## src/rtl/fetch_unit_if.sv

```systemverilog
// Fetch stage bus: instruction-memory request/ack side, redirect input and
// the valid/ready instruction stream presented to the core.
interface fetch_unit_if #(
  parameter int XLEN  = 64,
  parameter int DEPTH = 4
);
  localparam int CW = $clog2(DEPTH) + 1;

  logic            mem_req;
  logic [XLEN-1:0] mem_addr;
  logic            mem_ack;
  logic [31:0]     mem_rdata;
  logic            redirect;
  logic [XLEN-1:0] redirect_pc;
  logic            inst_valid;
  logic            inst_ready;
  logic [31:0]     inst_data;
  logic [XLEN-1:0] inst_pc;
  logic [CW-1:0]   count;

  modport master (
    output mem_req, mem_addr, inst_valid, inst_data, inst_pc, count,
    input  mem_ack, mem_rdata, redirect, redirect_pc, inst_ready
  );

  modport slave (
    input  mem_req, mem_addr, inst_valid, inst_data, inst_pc, count,
    output mem_ack, mem_rdata, redirect, redirect_pc, inst_ready
  );
endinterface

```

## src/rtl/fetch_unit.sv

```systemverilog
// Instruction fetch: owns the fetch PC, keeps one request outstanding to
// instruction memory and buffers {pc, inst} pairs in a small prefetch FIFO.
//
// state  | meaning
// IDLE   | no request outstanding; waits for FIFO space
// FETCH  | request at fetch_pc outstanding, returned word is pushed
// SQUASH | request outstanding across a redirect; returned word is dropped
module fetch_unit #(
  parameter int              XLEN     = 64,
  parameter int              DEPTH    = 4,
  parameter logic [XLEN-1:0] RESET_PC = '0
) (
  input logic          clk,
  input logic          reset,
  fetch_unit_if.master bus
);
  localparam int AW = $clog2(DEPTH);
  localparam int CW = AW + 1;

  typedef enum logic [1:0] {IDLE, FETCH, SQUASH} state_t;

  state_t          state_q, state_d;
  logic [XLEN-1:0] fetch_pc_q;
  logic [XLEN-1:0] squash_addr_q;
  logic [XLEN-1:0] pc_mem   [DEPTH];
  logic [31:0]     data_mem [DEPTH];
  logic [AW-1:0]   wr_ptr_q, rd_ptr_q;
  logic [CW-1:0]   count_q, count_post;
  logic [XLEN-1:0] hold_pc_q;
  logic [31:0]     hold_data_q;
  logic            push, pop;
  logic            unused_bits;

  assign unused_bits = ^bus.redirect_pc[1:0];

  // ack is only meaningful while a request is up; redirect kills both push and pop
  assign push = (state_q == FETCH) && bus.mem_ack && !bus.redirect;
  assign pop  = (count_q != '0) && bus.inst_ready && !bus.redirect;

  always_comb begin
    count_post = count_q;
    if (push && !pop)
      count_post = count_q + CW'(1);
    else if (!push && pop)
      count_post = count_q - CW'(1);
  end

  always_ff @(posedge clk or negedge reset) begin
    if (!reset)
      state_q <= IDLE;
    else
      state_q <= state_d;
  end

  always_comb begin
    state_d = state_q;
    case (state_q)
      IDLE: begin
        if (bus.redirect || (count_q < CW'(DEPTH)))
          state_d = FETCH;
      end
      FETCH: begin
        if (bus.redirect)
          state_d = bus.mem_ack ? FETCH : SQUASH;
        else if (bus.mem_ack)
          state_d = (count_post < CW'(DEPTH)) ? FETCH : IDLE;
      end
      SQUASH: begin
        if (bus.mem_ack)
          state_d = FETCH;
      end
      default: state_d = IDLE;
    endcase
  end

  always_comb begin
    bus.mem_req    = (state_q != IDLE);
    bus.mem_addr   = (state_q == SQUASH) ? squash_addr_q : fetch_pc_q;
    bus.inst_valid = (count_q != '0);
    bus.inst_data  = bus.inst_valid ? data_mem[rd_ptr_q] : hold_data_q;
    bus.inst_pc    = bus.inst_valid ? pc_mem[rd_ptr_q]   : hold_pc_q;
    bus.count      = count_q;
  end

  always_ff @(posedge clk or negedge reset) begin
    if (!reset) begin
      fetch_pc_q    <= RESET_PC;
      squash_addr_q <= RESET_PC;
      wr_ptr_q      <= '0;
      rd_ptr_q      <= '0;
      count_q       <= '0;
      hold_pc_q     <= '0;
      hold_data_q   <= '0;
    end else begin
      if (bus.redirect) begin
        fetch_pc_q <= {bus.redirect_pc[XLEN-1:2], 2'b00};
        wr_ptr_q   <= '0;
        rd_ptr_q   <= '0;
        count_q    <= '0;
      end else begin
        if (push) begin
          fetch_pc_q <= fetch_pc_q + XLEN'(4);
          wr_ptr_q   <= wr_ptr_q + AW'(1);
        end
        if (pop)
          rd_ptr_q <= rd_ptr_q + AW'(1);
        count_q <= count_post;
      end
      // the old address must stay on the bus until the orphaned ack returns
      if ((state_q == FETCH) && bus.redirect && !bus.mem_ack)
        squash_addr_q <= fetch_pc_q;
      if (count_q != '0) begin
        hold_pc_q   <= pc_mem[rd_ptr_q];
        hold_data_q <= data_mem[rd_ptr_q];
      end
    end
  end

  always_ff @(posedge clk) begin
    if (push) begin
      pc_mem[wr_ptr_q]   <= fetch_pc_q;
      data_mem[wr_ptr_q] <= bus.mem_rdata;
    end
  end
endmodule

```

## src/flat_wrapper.sv

```systemverilog
// flat-port wrapper written by rule: the top's interface ports become plain ports
module fetch_unit_flat 
#(
  parameter int              XLEN     = 64,
  parameter int              DEPTH    = 4,
  parameter logic [XLEN-1:0] RESET_PC = '0
)
  (clk, reset, bus_mem_req, bus_mem_addr, bus_inst_valid, bus_inst_data, bus_inst_pc, bus_count, bus_mem_ack, bus_mem_rdata, bus_redirect, bus_redirect_pc, bus_inst_ready);
  fetch_unit_if #(.XLEN(XLEN), .DEPTH(DEPTH)) bus_i ();
  input logic clk;
  input logic reset;
  output wire logic [$bits(bus_i.mem_req)-1:0] bus_mem_req;
  output wire logic [$bits(bus_i.mem_addr)-1:0] bus_mem_addr;
  output wire logic [$bits(bus_i.inst_valid)-1:0] bus_inst_valid;
  output wire logic [$bits(bus_i.inst_data)-1:0] bus_inst_data;
  output wire logic [$bits(bus_i.inst_pc)-1:0] bus_inst_pc;
  output wire logic [$bits(bus_i.count)-1:0] bus_count;
  input wire logic [$bits(bus_i.mem_ack)-1:0] bus_mem_ack;
  input wire logic [$bits(bus_i.mem_rdata)-1:0] bus_mem_rdata;
  input wire logic [$bits(bus_i.redirect)-1:0] bus_redirect;
  input wire logic [$bits(bus_i.redirect_pc)-1:0] bus_redirect_pc;
  input wire logic [$bits(bus_i.inst_ready)-1:0] bus_inst_ready;
  assign bus_mem_req = bus_i.mem_req;
  assign bus_mem_addr = bus_i.mem_addr;
  assign bus_inst_valid = bus_i.inst_valid;
  assign bus_inst_data = bus_i.inst_data;
  assign bus_inst_pc = bus_i.inst_pc;
  assign bus_count = bus_i.count;
  assign bus_i.mem_ack = bus_mem_ack;
  assign bus_i.mem_rdata = bus_mem_rdata;
  assign bus_i.redirect = bus_redirect;
  assign bus_i.redirect_pc = bus_redirect_pc;
  assign bus_i.inst_ready = bus_inst_ready;
  fetch_unit #(.XLEN(XLEN), .DEPTH(DEPTH), .RESET_PC(RESET_PC)) u_core (.clk(clk), .reset(reset), .bus(bus_i));
endmodule
```

## config.mk

```make
export PLATFORM = sky130hd
export DESIGN_NAME = fetch_unit_flat
export DESIGN_NICKNAME = d
export VERILOG_FILES = /design/src/rtl/fetch_unit_if.sv /design/src/rtl/fetch_unit.sv /design/src/flat_wrapper.sv
export SDC_FILE = /design/constraint.sdc
export NUM_CORES = 1
export LEC_CHECK = 0
export CAP_MARGIN = 10
export CORE_MARGIN = 2
export CORE_UTILIZATION = 50
export CTS_CLUSTER_DIAMETER = 80
export DETAILED_ROUTE_END_ITERATION = 10
export PLACE_DENSITY = 0.74
export SYNTH_ARGS = -nofsm -noshare
export SYNTH_HDL_FRONTEND = slang
export SYNTH_SLANG_ARGS = --single-unit
```

## constraint.sdc

```tcl
create_clock -name clk -period 9.69 [get_ports clk]
set_input_delay 1.938 -clock clk [delete_from_list [all_inputs] [get_ports clk]]
set_output_delay 1.938 -clock clk [all_outputs]
set_load 0.03 [all_outputs]
```

[After elaboration in Yosys (flattened, before gate mapping)]
Memories as Yosys holds them, arrays and structs flattened.
Index checks and enable logic that the tools add are counted.
W data, S select, Z words.
Word-level totals
  bits in registers: 233
  RAM bits: 384
  input bits: 101
  output and inout port bits: 165
  word-level logic and storage cells: 62
  memories kept: 2
Cells by class
  add/subtract/negate cells: 5
  $lt $le $gt $ge: 2
  eq/ne operators: 5
  mux-type cells: 21
  reduce and logical (&&, ||, !) cells: 19
Memories
  u_core.pc_mem: words 4, width 64, read ports 1, clocked after memory_dff 0, write ports 1, line fetch_unit.sv:25  | logic [XLEN-1:0] pc_mem [DEPTH];
  u_core.data_mem: words 4, width 32, read ports 1, clocked after memory_dff 0, write ports 1, line fetch_unit.sv:26  | logic [31:0] data_mem [DEPTH];
Operator list (number)
  $mux W64: 4
  $add A64 B3 Y64 const B: 1
  $mux W32: 1
  $mux W2: 9
  $mux W3: 3
  $logic_and A1 B1 Y1: 8
  $lt A3 B3 Y1 const B: 2
  $pmux W2 S3: 1
  $reduce_bool A2 Y1: 3
  $add A2 B1 Y2 const B: 2
  $logic_not A1 Y1: 4
  $add A3 B1 Y3 const B: 1
  $mux W1: 3
  $ne A3 B3 Y1 const B: 1
  $reduce_and A3 Y1: 1
  $reduce_bool A3 Y1: 1
  $sub A3 B1 Y3 const B: 1
  $eq A2 B1 Y1 const B: 1
  $eq A2 B2 Y1 const B: 1
  $logic_not A2 Y1: 1
  $ne A2 B1 Y1 const B: 1
  $ne A2 B2 Y1 const B: 1
  $logic_or A1 B1 Y1: 1

[Depth between registers and ports, before layout]
Gate-level depths: netlist (run 1).
  depth after elaboration: 12
  gate-level depth with buffers: 8
  depth with buffers taken out: 7

[Least setup slack after synthesis (run 1)]
No wires, ideal clock.
  path kind: input port to flip-flop
  start point: input bus_redirect
  end point: memory u_core.data_mem[0][0], enable pin
  library setup time: 464 ps
  data arrival time: 4836 ps
  required time: 9226 ps
  path slack: 4390 ps
  stages: 4
  path buffers: 2
  cell sequence: inv_1 -> clkbuf_1 -> clkbuf_1 -> and3_1
On the way
  cells in the longest elaborated chain, start to end: 4
RTL lines
  from (decl): line flat_wrapper.sv:20  | input wire logic [$bits(bus_i.redirect)-1:0] bus_redirect;
  $logic_not A1 Y1: line fetch_unit.sv:37  | assign push = (state_q == FETCH) && bus.mem_ack && !bus.redirect;
  $logic_and A1 B1 Y1: line fetch_unit.sv:37
  $mux W1: line fetch_unit.sv:120  | if (push) begin
  $mux W1 (implied by the code): line fetch_unit.sv:122  | data_mem[wr_ptr_q] <= bus.mem_rdata;
  to (decl): line fetch_unit.sv:26
No other way between the ends.

[Worst setup path after layout (run 1)]
  start point: register u_core.count_q[1], in the netlist u_core.bus.count[1]
  end point: output bus_inst_pc[6]
On the way
  cells in the longest elaborated chain, start to end: 2
RTL lines
  from (decl): line fetch_unit.sv:28  | logic [CW-1:0] count_q, count_post;
  from (signal assigned): line fetch_unit.sv:107  | count_q <= count_post;
  $reduce_bool A3 Y1: line fetch_unit.sv:79  | bus.inst_valid = (count_q != '0);
  $mux W64: line fetch_unit.sv:81  | bus.inst_pc = bus.inst_valid ? pc_mem[rd_ptr_q] : hold_pc_q;
  to (decl): line flat_wrapper.sv:16  | output wire logic [$bits(bus_i.inst_pc)-1:0] bus_inst_pc;
No other way between the ends.

==> run summary, run 1 <==
Headroom to the max-slew limit came out at 27.1%. The placeable core region came out at 0.0478 mm². For the overflow left after global routing, the log shows 0.

Once the floorplan was initialized, standard cells occupied 50.8% of the core. Of the total synthesized cell area, the portion taken by full adders, half adders and majority gates is 0.453%. 266 I/O pins were placed. Setup violations remaining at the end of the flow were counted as 0. The count of input and output buffers is 261. The top cell type by total area after synthesis is edfxtp_1. The H-tree was split into 2 levels.

The post-route netlist has 25.7% of its cells at a drive strength greater than 1. The clock-pin transition on the worst setup and hold timing paths was 60 ps. The min-delay analysis places its worst path in the category reg -> reg. TritonCTS built the clock tree.

The global-route wire length before repair was 84400 µm; the worst clock skew was 17.6 ps. Setup total negative slack on the finished layout was measured at 0 ps. Register area: 0.0170 mm². TritonCTS created 61 clock buffers. Summed over all layers, the routed wires come to 55900 µm. The pre-antenna-repair detailed-routing pass consisted of 5 iterations.

Relative to the synthesized area, the layout overhead comes to 22.4%. Synthesis inferred 605 register bits. The logs give 14132 for the via count of the first global-routing pass and 610 ps for the clock latency on the worst-skew pair. The run gives 605 as the clock net sink count. Max-cap violations in this run came to 0. For the number of pins with negative max-slew slack in the final report, the log shows 0. The share of the synthesized area in compound gates (AO/OA/AOI/OAI) was 2.12%; the overall power consumption was 9.21 mW. During synthesis, Yosys emitted a total of 0 warnings. For the static leakage power, the log shows 10.3 nW. The final estimated routing congestion in global placement was 0.784.

The run finished with clean final reports. Measured against the total synthesized area, the mux share comes to 18.7%. For this run, design rule violations remaining after detail routing come to 0. The final worst hold slack was 485 ps. After synthesis, the largest family of logic cells by area is multiplexers. Along the worst path, the maximum fanout reaches 65. Synthesis instantiated 48 different standard cells from the library. Of the post-synthesis cell area, the dominant cell type holds 46.4%. After layout, the minimum clock period comes to 5840 ps.

For the pin with the worst max-slew slack, the measured transition is 1090 ps. After legalization and detailed placement, the total HPWL measured 33500 µm. Summing all multi-input logic gate instances after layout gives 0.00698 mm². After layout, the worst path uses 60.3% of the clock period. Setup repair after global routing left no endpoint under its margin. The parity-gate share of the synthesized area counting xor and xnor cells came out at 1.69%. Of all flip-flops after synthesis, the portion carrying an async set or reset was 37.9%. STA classifies the critical path endpoint as a primary output.

The post-cts sizing count was 0; the post-route core utilization was 62.2%. The number of cell rows came out at 80. At the worst endpoint, the required time is 7750 ps. The routed length per instance was 23.9 µm. The maximum buffer depth of the clock tree was 3.

The die footprint is 0.0504 mm². The startpoint kind of the worst setup timing path was a register. The startpoint-to-endpoint class of the critical path is reg -> out. The synthesized netlist devotes 5.52% of its cell area to simple gates. Prior to clock tree synthesis, the placed netlist has a worst setup slack of 4410 ps. Count of flip-flops with a built-in enable after synthesis: 376. Measured along the y axis, the die boundary spans 225 µm. Average footprint of a synthesized cell: 17.3 µm². For the achievable clock frequency, the log shows 171 MHz. Buffers added to address setup during post-CTS repair amount to 0.

The sequential element share of the synthesized area is 70.0%, and the per-cell via count in the routed design is 5.79. The logs give 3910 ps for the data arrival time of the critical path and 0 for the count of antenna-violating nets left after detailed routing. The peak supply drop came out at 203 µV.

The run gives 0 as the number of hold buffers added after CTS. In the post-synthesis netlist, the biggest area contributors are edfxtp_1, dfrtp_1, mux2_2, mux4_2, o21ai_0. Horizontal die dimension: 225 µm. After the first detailed-routing iteration, the DRC count stood at 999. The tree is rooted in a clkbuf_16. For the number of antenna violations at the first check in global routing, the log shows 6. The most used flip-flop cell after synthesis is edfxtp_1. The logs give 1779 for the number of nets in the finished design and 3850 ps for the slack of the critical path. The maximum number of pins on one net before global-route repair is 110, and the via total after detailed routing is 13523.

In the global route stage, overall resource usage came out at 22.3%. For the area of the mapped netlist, the log shows 0.0243 mm². The run gives 1407 as the cell count after synthesis. The total power density per cell area was 309 mW/mm²; the hold violation total from the final report was 0. The fill cell total of the finished layout was 3485.
## synthesized netlist by cell type (all sizes together), types with 13 or more instances
cell type	number
a31oi	16
nand2	72
or3	15
clkbuf	49
nor3	15
edfxtp	376
nor2	29
xor2	15
or4	19
mux2	215
xnor2	32
dfrtp	229
and3	13
mux4	94
buf	29
nand3	34
o21ai	57
nor4	15
inv	14
nand4	20
## state kept, by name, summed over array words and instances (netlist names)
signal and count:
u_core.pc_mem 248, u_core.data_mem 128, u_core.hold_pc_q 64, u_core.fetch_pc_q 62, u_core.squash_addr_q 62, u_core.hold_data_q 32, u_core.bus.count 3, u_core.rd_ptr_q 2
u_core.state_q 2, u_core.wr_ptr_q 2
## metrics by stage
stage	instance area, µm²	instances
2_1_floorplan	24300	1408
3_3_place_gp	27600	2222
3_5_place_dp	27600	2222
4_1_cts	29800	2334
5_1_grt	29800	2334
6_report	29800	2337
## final cells by class
| type | instances | share of cell area, % |
|---|---|---|
| Antenna cell | 3 | 0.0252 |
| Clock inverter | 35 | 1.88 |
| Clock buffer | 77 | 5.50 |
| Inverter | 14 | 0.177 |
| Timing Repair Buffer | 277 | 9.19 |
| Tap cell | 615 | 2.58 |
| Sequential cell | 605 | 57.2 |
| Multi-Input combinational cell | 711 | 23.4 |
## path summary, 6_finish.rpt
kind                                                  start                                end  slack (ps)  cells past startpoint
min                           u_core.hold_pc_q[1]$_DFF_PN0_      u_core.hold_pc_q[1]$_DFF_PN0_         480                      2
max in group asynchronous                             reset     u_core.rd_ptr_q[0]$_DFFE_PN0P_        6800                      2
min reg2reg                   u_core.hold_pc_q[1]$_DFF_PN0_      u_core.hold_pc_q[1]$_DFF_PN0_         480                      2
max reg2reg                u_core.fetch_pc_q[2]$_DFFE_PN0N_  u_core.fetch_pc_q[52]$_DFFE_PN0N_        6170                      6
max                         u_core.bus.count[1]$_DFFE_PN0P_                     bus_inst_pc[6]        3850                      6
min in group asynchronous                             reset   u_core.hold_data_q[20]$_DFF_PN0_        1440                      1
## placed cells by master, fill, tap and decap left out, types with 15 or more instances in the layout
cell	netlist	routed
edfxtp_1	376	376
buf_4	2	17
clkbuf_16	0	62
a31oi_1	16	16
nor2_1	29	29
nand2_1	72	72
xnor2_1	32	32
or4_1	16	16
mux2_2	215	215
xor2_1	15	15
o21ai_0	57	57
nand3_1	34	34
nand4_1	19	19
nor3_1	15	15
nor4_1	15	15
dfrtp_1	229	227
clkdlybuf4s50_1	0	259
bufinv_16	0	15
mux4_2	94	94
## per-layer routing
metal / vias to the layer above / routed length [µm] / track usage (%)
met5: - / 61 / 0
met4: 8 / 1460 / 7.84
met1: 6958 / 23400 / 30.8
li1: 5970 / - / -
met2: 493 / 26900 / 35.4
met3: 94 / 4080 / 5.07
## logic make-up after synthesis
kind of cell | count (synthesis)
AOI/OAI and AO/OA | 90
xor gates and xnor gates | 47
adders and majority gates | 9
buffers and inverters | 92
DFF | 605
muxes | 310
other | 1
and+or+nand+nor | 253
## where the power goes
group | total, mW | switching [mW] | internal, mW | leakage (nW)
Combinational | 3.17 | 1.72 | 1.45 | 3.12
Clock | 2.56 | 0.971 | 1.59 | 1.06
Sequential | 3.48 | 0.249 | 3.23 | 6.12
## worst max-delay path: stages (launching register included)
cell and delay (ps):
dfrtp_1 410, inv_1 100, ha_1 220, nand2b_4 470, buf_4 920, mux2_2 440
clkdlybuf4s50_1 650
(Power assumes the default switching activity.)
==> run 2, diff against run 1 <==
==> constraint.sdc (replaced) <==
create_clock -name clk -period 5.84 [get_ports clk]
set_input_delay 1.168 -clock clk [delete_from_list [all_inputs] [get_ports clk]]
set_output_delay 1.168 -clock clk [all_outputs]
set_load 0.03 [all_outputs]
==> run 2 against run 1 <==
  * Die area is the same
  * Count of clock-buffer cells in the layout is 13 higher
  * Clock power grew 64%
  * Via count rose by 0.60%
  * Core utilization is 0.26 points higher
  * Sequential share of layout area is 0.24 points lower
  * Sequential power up 65%
  * Largest power group unchanged
==> run summary, run 2 (synthesis gave the netlist of run 1 again) <==
The startpoint-to-endpoint class of the critical path was reg -> out. The tools report the fill cell total of the finished layout as 3461 (-0.69%). The tools report the number of nets in the finished design as 1788 (+0.51%). The run gives 331 µV (+63%) as the peak supply drop. Setup repair after global routing left no endpoint under its margin. Worst-case reg-to-reg path depth: 6 (unchanged). The flop-to-flop setup slack was 2360 ps (-3810 ps); the part of the total power dissipated in sequential elements was 37.7% (about the same). The depth of the worst hold-timing path works out to 1 (-1).

The logs give 13604 (+0.60%) for the via total after detailed routing and 26.6% (-0.45 points) for the normalized max-slew margin. The run gives 50.8% (unchanged) as the starting density of the core. The tools report the number of antenna violations at the first check in global routing as 3 (-3).

The per-cell via count in the routed design is 5.80 (+0.17%), and the largest stage delay on the critical path is 810 ps (-110 ps). Hold violation total from the final report: 0 (unchanged). The worst setup path is captured at a primary output.

For the clock net sink count, the log shows 605 (unchanged). The switching share of power works out to 32.0% (+0.10 points). The TritonCTS buffer count is 66 (+8.2%). For the via count of the first global-routing pass, the log shows 13871 (-1.8%). The run finished with clean final reports. The post-detailed-route DRC marker count is 0 (unchanged).

Largest driver fanout on the critical path: 64 (-1.5%). The total power density per cell area was 510 mW/mm² (+65%). The startpoint identified for the worst register-to-register timing path is u_core.fetch_pc_q[2]$_DFFE_PN0N_.

The run gives 0 (unchanged) as the number of pins with negative max-slew slack in the final report. The startpoint identified for the worst hold timing path is u_core.hold_pc_q[23]$_DFF_PN0_. In this run the clock root is driven by a clkbuf_16. The tools report the antenna diode count as 0 (-3). The register with the most flip-flops in the final layout is u_core.pc_mem. The tools report the count of buffers added by post-CTS timing repair for setup as 0 (unchanged). The post-cts sizing count came out at 0 (unchanged). For the maximum number of pins on one net before global-route repair, the log shows 94 (-15%). Number of iterations in the first detailed-routing pass: 5 (unchanged). Met2 usage: 35.8% (+0.35 points). The slowest cell on the critical path is nand2b_4.

For the number of failing setup endpoints in the final timing report, the log shows 0 (unchanged). The tools report the setup TNS as 0 ps (unchanged). The tools report the number of H-tree levels as 3 (+1). For the max-cap check violation count, the log shows 0 (unchanged). The cell total after placement was 2226 (+0.18%); the achievable clock frequency was 212 MHz. The worst setup path is launched from a register. The actual transition at the worst max-transition pin works out to 1100 ps (+6.80 ps). The number of design-rule violations left by the first detailed-router iteration is 1114 (+12%).

The min-delay analysis places its worst path in the category reg -> reg. The worst register-to-register path ends at u_core.fetch_pc_q[52]$_DFFE_PN0N_. The placeable core region is 0.0478 mm² (unchanged), and the cell internal power dissipation is 10.4 mW (+65%).

For hold timing, the worst endpoint is u_core.hold_pc_q[23]$_DFF_PN0_. The data arrival time of the critical path came out at 3550 ps (-360 ps). Proportion of power drawn by the clock network: 27.6% (-0.2 points).

In the final layout, the registers with the most flip-flops are u_core.pc_mem x248, u_core.data_mem x128, u_core.hold_pc_q x64. The number of hold buffers added after CTS was 0 (unchanged). The vertical extent of the die is 225 µm (unchanged). The die footprint was 0.0504 mm² (unchanged). For the global-route met1 utilization, the log shows 31.0% (+0.23 points). The tools report the global-route wire length before repair as 84100 µm (-0.39%). TritonCTS built the clock tree. The worst endpoint required time came out at 4670 ps (-3080 ps). The clock-pin transition on the worst setup and hold timing paths works out to 60 ps (about the same). Compared with the post-synthesis result, the final layout area differs by 22.9%. met2 is the most crowded layer. The count of antenna-violating nets left after detailed routing was 0 (unchanged); the fraction of power consumed by combinational cells was 34.7% (+0.3 points).

In the finished design, the share of the clock period the worst path needs comes to 80.7%. The global router's overall resource usage was 22.4% (+0.058 points). Traced cell by cell, the critical path runs through inv_1 > ha_1 > nand2b_4 > buf_12 > mux2_2 > clkdlybuf4s50_1. The run gives 2347 (+0.43%) as the final cell count without fillers. The final worst hold slack came out at 494 ps (+9.11 ps). The clock latency on the worst-skew pair is 600 ps (about the same), and the flip-flop count of the largest register after layout is 248 (unchanged). The tools report the met3 capacity usage during global routing as 4.66% (-0.40 points). The overflow left after global routing was 0 (unchanged). For the overall power consumption, the log shows 15.2 mW (+65%). Leaving out fill and tap cells, the most frequent cell in the layout is edfxtp_1.

The detailed placer's ending HPWL was 33900 µm (+1.2%); the horizontal die dimension was 225 µm (unchanged). The minimum clock period works out to 4710 ps. The logs give 4.88 mW (+66%) for the switching power of the nets and 0.788 (+0.46%) for the final estimated routing congestion in global placement.

The routed wire length is 55600 µm (-0.60%). Number of cell rows: 80 (unchanged). The count of input and output buffers was 261 (unchanged); the worst clock skew was 27.9 ps (+10.3 ps). The routed length per instance is 23.7 µm (-1.0%), and the static leakage power is 10.4 nW (+0.58%). The I/O pin total is 266 (unchanged), and the maximum buffer depth of the clock tree is 3 (unchanged). Share of final-layout standard cells stronger than drive strength 1: 25.5% (-0.13 points).

The library cells used most frequently in the layout, excluding fill and tap cells, are edfxtp_1, clkdlybuf4s50_1, dfrtp_1.
==> run 2: worst max-delay path by stage <==
stage,startpoint,depth (start not counted),end,slack (ps)
after floorplan,bus_redirect,4,u_core.data_mem[0][0]$_DFFE_PP_,1310
after detailed placement,bus_mem_ack,6,u_core.fetch_pc_q[52]$_DFFE_PN0N_,1410
after global routing,u_core.bus.count[1]$_DFFE_PN0P_,6,bus_inst_pc[3],970
final,u_core.bus.count[1]$_DFFE_PN0P_,6,bus_inst_pc[5],1130
after CTS,u_core.bus.count[1]$_DFFE_PN0P_,6,bus_inst_pc[6],1070
after global placement,bus_mem_ack,6,u_core.fetch_pc_q[52]$_DFFE_PN0N_,1480
==> run 2: final cells by class <==
cell class	count	area [µm²]	share of cell area, %
flip-flops and latches	605	17000	57.0
multi-input cells	711	6980	23.3
repair buffers	281	2870	9.58
clock buffers	90	1870	6.25
well taps	615	769	2.57
clock inverters	31	333	1.11
inverters	14	52.6	0.176
==> run 2: metal layers <==
layer  routed length, µm  part of all wire [%]  up-vias
met1               23500                    42     6999
li1                    -                     -     6008
met5                  31                 0.056        -
met2               27000                    48      486
met3                3620                   6.5      107
met4                1460                   2.6        4
==> run 2: through the flow <==
step           setup WS (ps)  area [µm²]  utilization, %
2_1_floorplan           1310       24300               -
3_3_place_gp            1480       27700            57.9
3_5_place_dp            1410       27700            57.9
4_1_cts                 1070       29900            62.5
5_1_grt                  969       29900            62.5
6_report                1130       29900            62.5
==> run 2: critical path: cells and delay by family, from the launching register on <==
family / cells / cell delay [ps]
multiplexers: 1 / 380
flip-flops: 1 / 410
AND/OR/NAND/NOR: 1 / 810
adder cells (fa/ha/maj): 1 / 230
buffers and inverters: 3 / 1070
==> run 2: power by group through the flow <==
stage	logic, mW	registers, mW	clock network (mW)
2_1_floorplan	3.43	5.68	0
6_report	5.29	5.75	4.20
3_3_place_gp	5.29	5.77	0
5_1_grt	5.58	5.82	4.46
4_1_cts	5.37	5.75	4.29
3_5_place_dp	5.34	5.83	0
==> run 3, diff against run 2 <==
--- a/config.mk
+++ b/config.mk
@@ -10,7 +10,7 @@
 export CORE_UTILIZATION = 50
 export CTS_CLUSTER_DIAMETER = 80
 export DETAILED_ROUTE_END_ITERATION = 10
-export PLACE_DENSITY = 0.74
+export PLACE_DENSITY = 0.77
 export SYNTH_ARGS = -nofsm -noshare
 export SYNTH_HDL_FRONTEND = slang
 export SYNTH_SLANG_ARGS = --single-unit
==> constraint.sdc (replaced) <==
create_clock -name clk -period 4.3 [get_ports clk]
set_input_delay 0.86 -clock clk [delete_from_list [all_inputs] [get_ports clk]]
set_output_delay 0.86 -clock clk [all_outputs]
set_load 0.03 [all_outputs]
==> run 3 against run 2 <==
  * Flip-flop and latch count unchanged
  * Routed wire length grew 1.7%
  * Critical path depth down 2
  * Combinational power grew 38%
  * Non-clock buffer count increased by 16
  * Highest routed layer unchanged
  * Critical path type unchanged
==> run summary, run 3 (synthesis gave the netlist of run 1 again) <==
The run gives 35300 µm (+4.0%) as the detailed placer's ending HPWL. Type of the worst min-delay path: in -> async. The run gives 0.781 (-0.88%) as the final estimated routing congestion in global placement. The flip-flop count of the largest register after layout was 248 (unchanged); the via total after detailed routing was 13732 (+0.94%). The clock-pin transition on the worst setup and hold timing paths was 60 ps (about the same). Slowest cell on the critical path: dfrtp_4. For the global router's overall resource usage, the log shows 22.5% (+0.090 points). The starting density of the core was 50.8% (unchanged). Counting flops per register, the top entry is u_core.pc_mem. The share of final-layout standard cells stronger than drive strength 1 was 26.3% (+0.74 points). The largest registers in the layout are u_core.pc_mem x248, u_core.data_mem x128, u_core.hold_pc_q x64.

The tools report the static leakage power as 10.4 nW (+0.33%). The pre-CTS worst setup slack was 533 ps (-874 ps); the ratio of final minimum period to clock period was 94.1%. Largest stage delay on the critical path: 710 ps (-100 ps). The run gives 85200 µm (+1.3%) as the global-route wire length before repair. The number of design-rule violations left by the first detailed-router iteration is 1124 (+0.90%). For the clock latency on the worst-skew pair, the log shows 630 ps (+30 ps). The tools report the worst clock skew as 26.3 ps (-1.63 ps). The endpoint type of the worst setup path is a primary output.

The placeable core region is 0.0478 mm² (unchanged). Setup TNS: 0 ps (unchanged). The run finished with clean final reports.

The run gives 27600 µm (+2.5%) as the detailed route wirelength on metal2. For the TritonCTS buffer count, the log shows 61 (-7.6%). The number of failing setup endpoints in the final timing report came out at 0 (unchanged). The peak supply drop is 521 µV (+57%). The count of input and output buffers is 261 (unchanged), and the number of antenna violations at the first check in global routing is 2 (-1).

The run gives 0 (unchanged) as the post-cts sizing count. The maximum buffer depth of the clock tree is 3 (unchanged), and the count of buffers added by post-CTS timing repair for setup is 0 (unchanged). The leading cell type in the layout, fill and taps excluded was edfxtp_1. The logs give 2 (-1) for the number of H-tree levels and 0 (unchanged) for the post-detailed-route DRC marker count. The detailed router used layers up to and including met5. The run gives 266 (unchanged) as the I/O pin total. The tools report the root buffer cell as clkbuf_16. The achievable clock frequency was 247 MHz. Data arrival time of the critical path: 3180 ps (-370 ps). The run gives 311 ps (-183 ps) as the final worst hold slack.

The count of antenna-violating nets left after detailed routing is 0 (unchanged), and the worst endpoint required time is 3440 ps (-1230 ps). The routed length per instance is 24.0 µm (+1.3%), and the max-cap check violation count is 0 (unchanged). The routed length on met3 was 3740 µm (+3.5%); the minimum clock period was 4040 ps. The number of nets in the finished design was 1799 (+0.62%); the largest driver fanout on the critical path was 32 (-50%). The number of hold buffers added after CTS was 0 (unchanged); the die footprint was 0.0504 mm² (unchanged). The slack of the critical path was 256 ps (-870 ps). The maximum number of pins on one net before global-route repair was 93 (-1.1%).

The normalized max-slew margin was 40.4% (+14 points); the hold violation total from the final report was 0 (unchanged). The actual transition at the worst max-transition pin is 893 ps (-207 ps). The top cell types in the final layout, fill and taps aside, are edfxtp_1, clkdlybuf4s50_1, dfrtp_1. The total power density per cell area is 686 mW/mm² (+35%). Setup repair after global routing left no endpoint under its margin. The worst setup path is launched from a register.

The run gives 7 (+2) as the number of iterations in the first detailed-routing pass. The run gives 0 (unchanged) as the overflow left after global routing. The setup path with the least slack is of type reg -> out. Traced cell by cell, the critical path runs through buf_12 > mux4_2 > mux2_2 > clkdlybuf4s50_1. The clock net sink count came out at 605 (unchanged). The number of pins with negative max-slew slack in the final report came out at 0 (unchanged). Routed length on met1: 23800 µm (+0.95%). The horizontal die dimension works out to 225 µm (unchanged).

The vertical extent of the die was 225 µm (unchanged); the area added between synthesis and finish was 23.0%. The per-cell via count in the routed design came out at 5.83 (+0.56%). For the routed wire length, the log shows 56500 µm (+1.7%). The tools report the number of cell rows as 80 (unchanged). Via count of the first global-routing pass: 14101 (+1.7%). TritonCTS built the clock tree.
## run 3: cell count changes in the layout (fill, tap and decap cells not counted), sizes merged
cell    delta
clkinv     -5
buf       +16
diode      +1
clkbuf     -5
bufinv     +1
inv        +1
## run 3: area by class of cell
cell class                      count  area (µm²)
Timing Repair Buffer              297        3040
Fill cell                        3356       17900
Tap cell                          615         769
Clock inverter                     28         362
Multi-Input combinational cell    711        6980
Sequential cell                   605       17000
Inverter                           14        52.6
Clock buffer                       85        1700
Antenna cell                        1        2.50
## run 3: critical path, delay by kind of cell, from the launching register on
family	cells	cell delay [ps]
flops	1	710
buf+inv	2	910
mux	2	890
## run 3: path summary, 6_finish.rpt
kind	start	to	slack [ps]	depth (start not counted)
max reg2reg	u_core.fetch_pc_q[3]$_DFFE_PN0N_	u_core.fetch_pc_q[52]$_DFFE_PN0N_	1070	6
min	reset	u_core.hold_data_q[14]$_DFF_PN0_	310	1
max in group asynchronous	reset	u_core.rd_ptr_q[1]$_DFFE_PN0P_	3010	2
min reg2reg	u_core.hold_pc_q[34]$_DFF_PN0_	u_core.hold_pc_q[34]$_DFF_PN0_	500	1
max	u_core.rd_ptr_q[0]$_DFFE_PN0P_	bus_inst_pc[20]	260	4
min in group clk	u_core.hold_pc_q[34]$_DFF_PN0_	u_core.hold_pc_q[34]$_DFF_PN0_	500	1
## run 3: metal layers
metal  global-route usage (%)  vias to the layer above
li1                         -                     6009
met1                     30.8                     7130
met2                     36.6                      497
met3                     4.89                       94
met4                     6.67                        2
met5                        0                        -
## run 3: where the power goes
group | switching [mW] | internal, mW
registers | 0.551 | 7.28
logic | 3.91 | 3.39
clock network | 2.18 | 3.23
## run 3: stage by stage
stage / instance area (µm²) / util, % / instances / total power, mW
2_1_floorplan: 24300 / - / 1408 / 12.4
3_3_place_gp: 27900 / 58.2 / 2242 / 15.1
3_5_place_dp: 27900 / 58.2 / 2242 / 15.3
4_1_cts: 29900 / 62.5 / 2355 / 20.7
5_1_grt: 29900 / 62.5 / 2355 / 21.4
6_report: 29900 / 62.5 / 2356 / 20.5
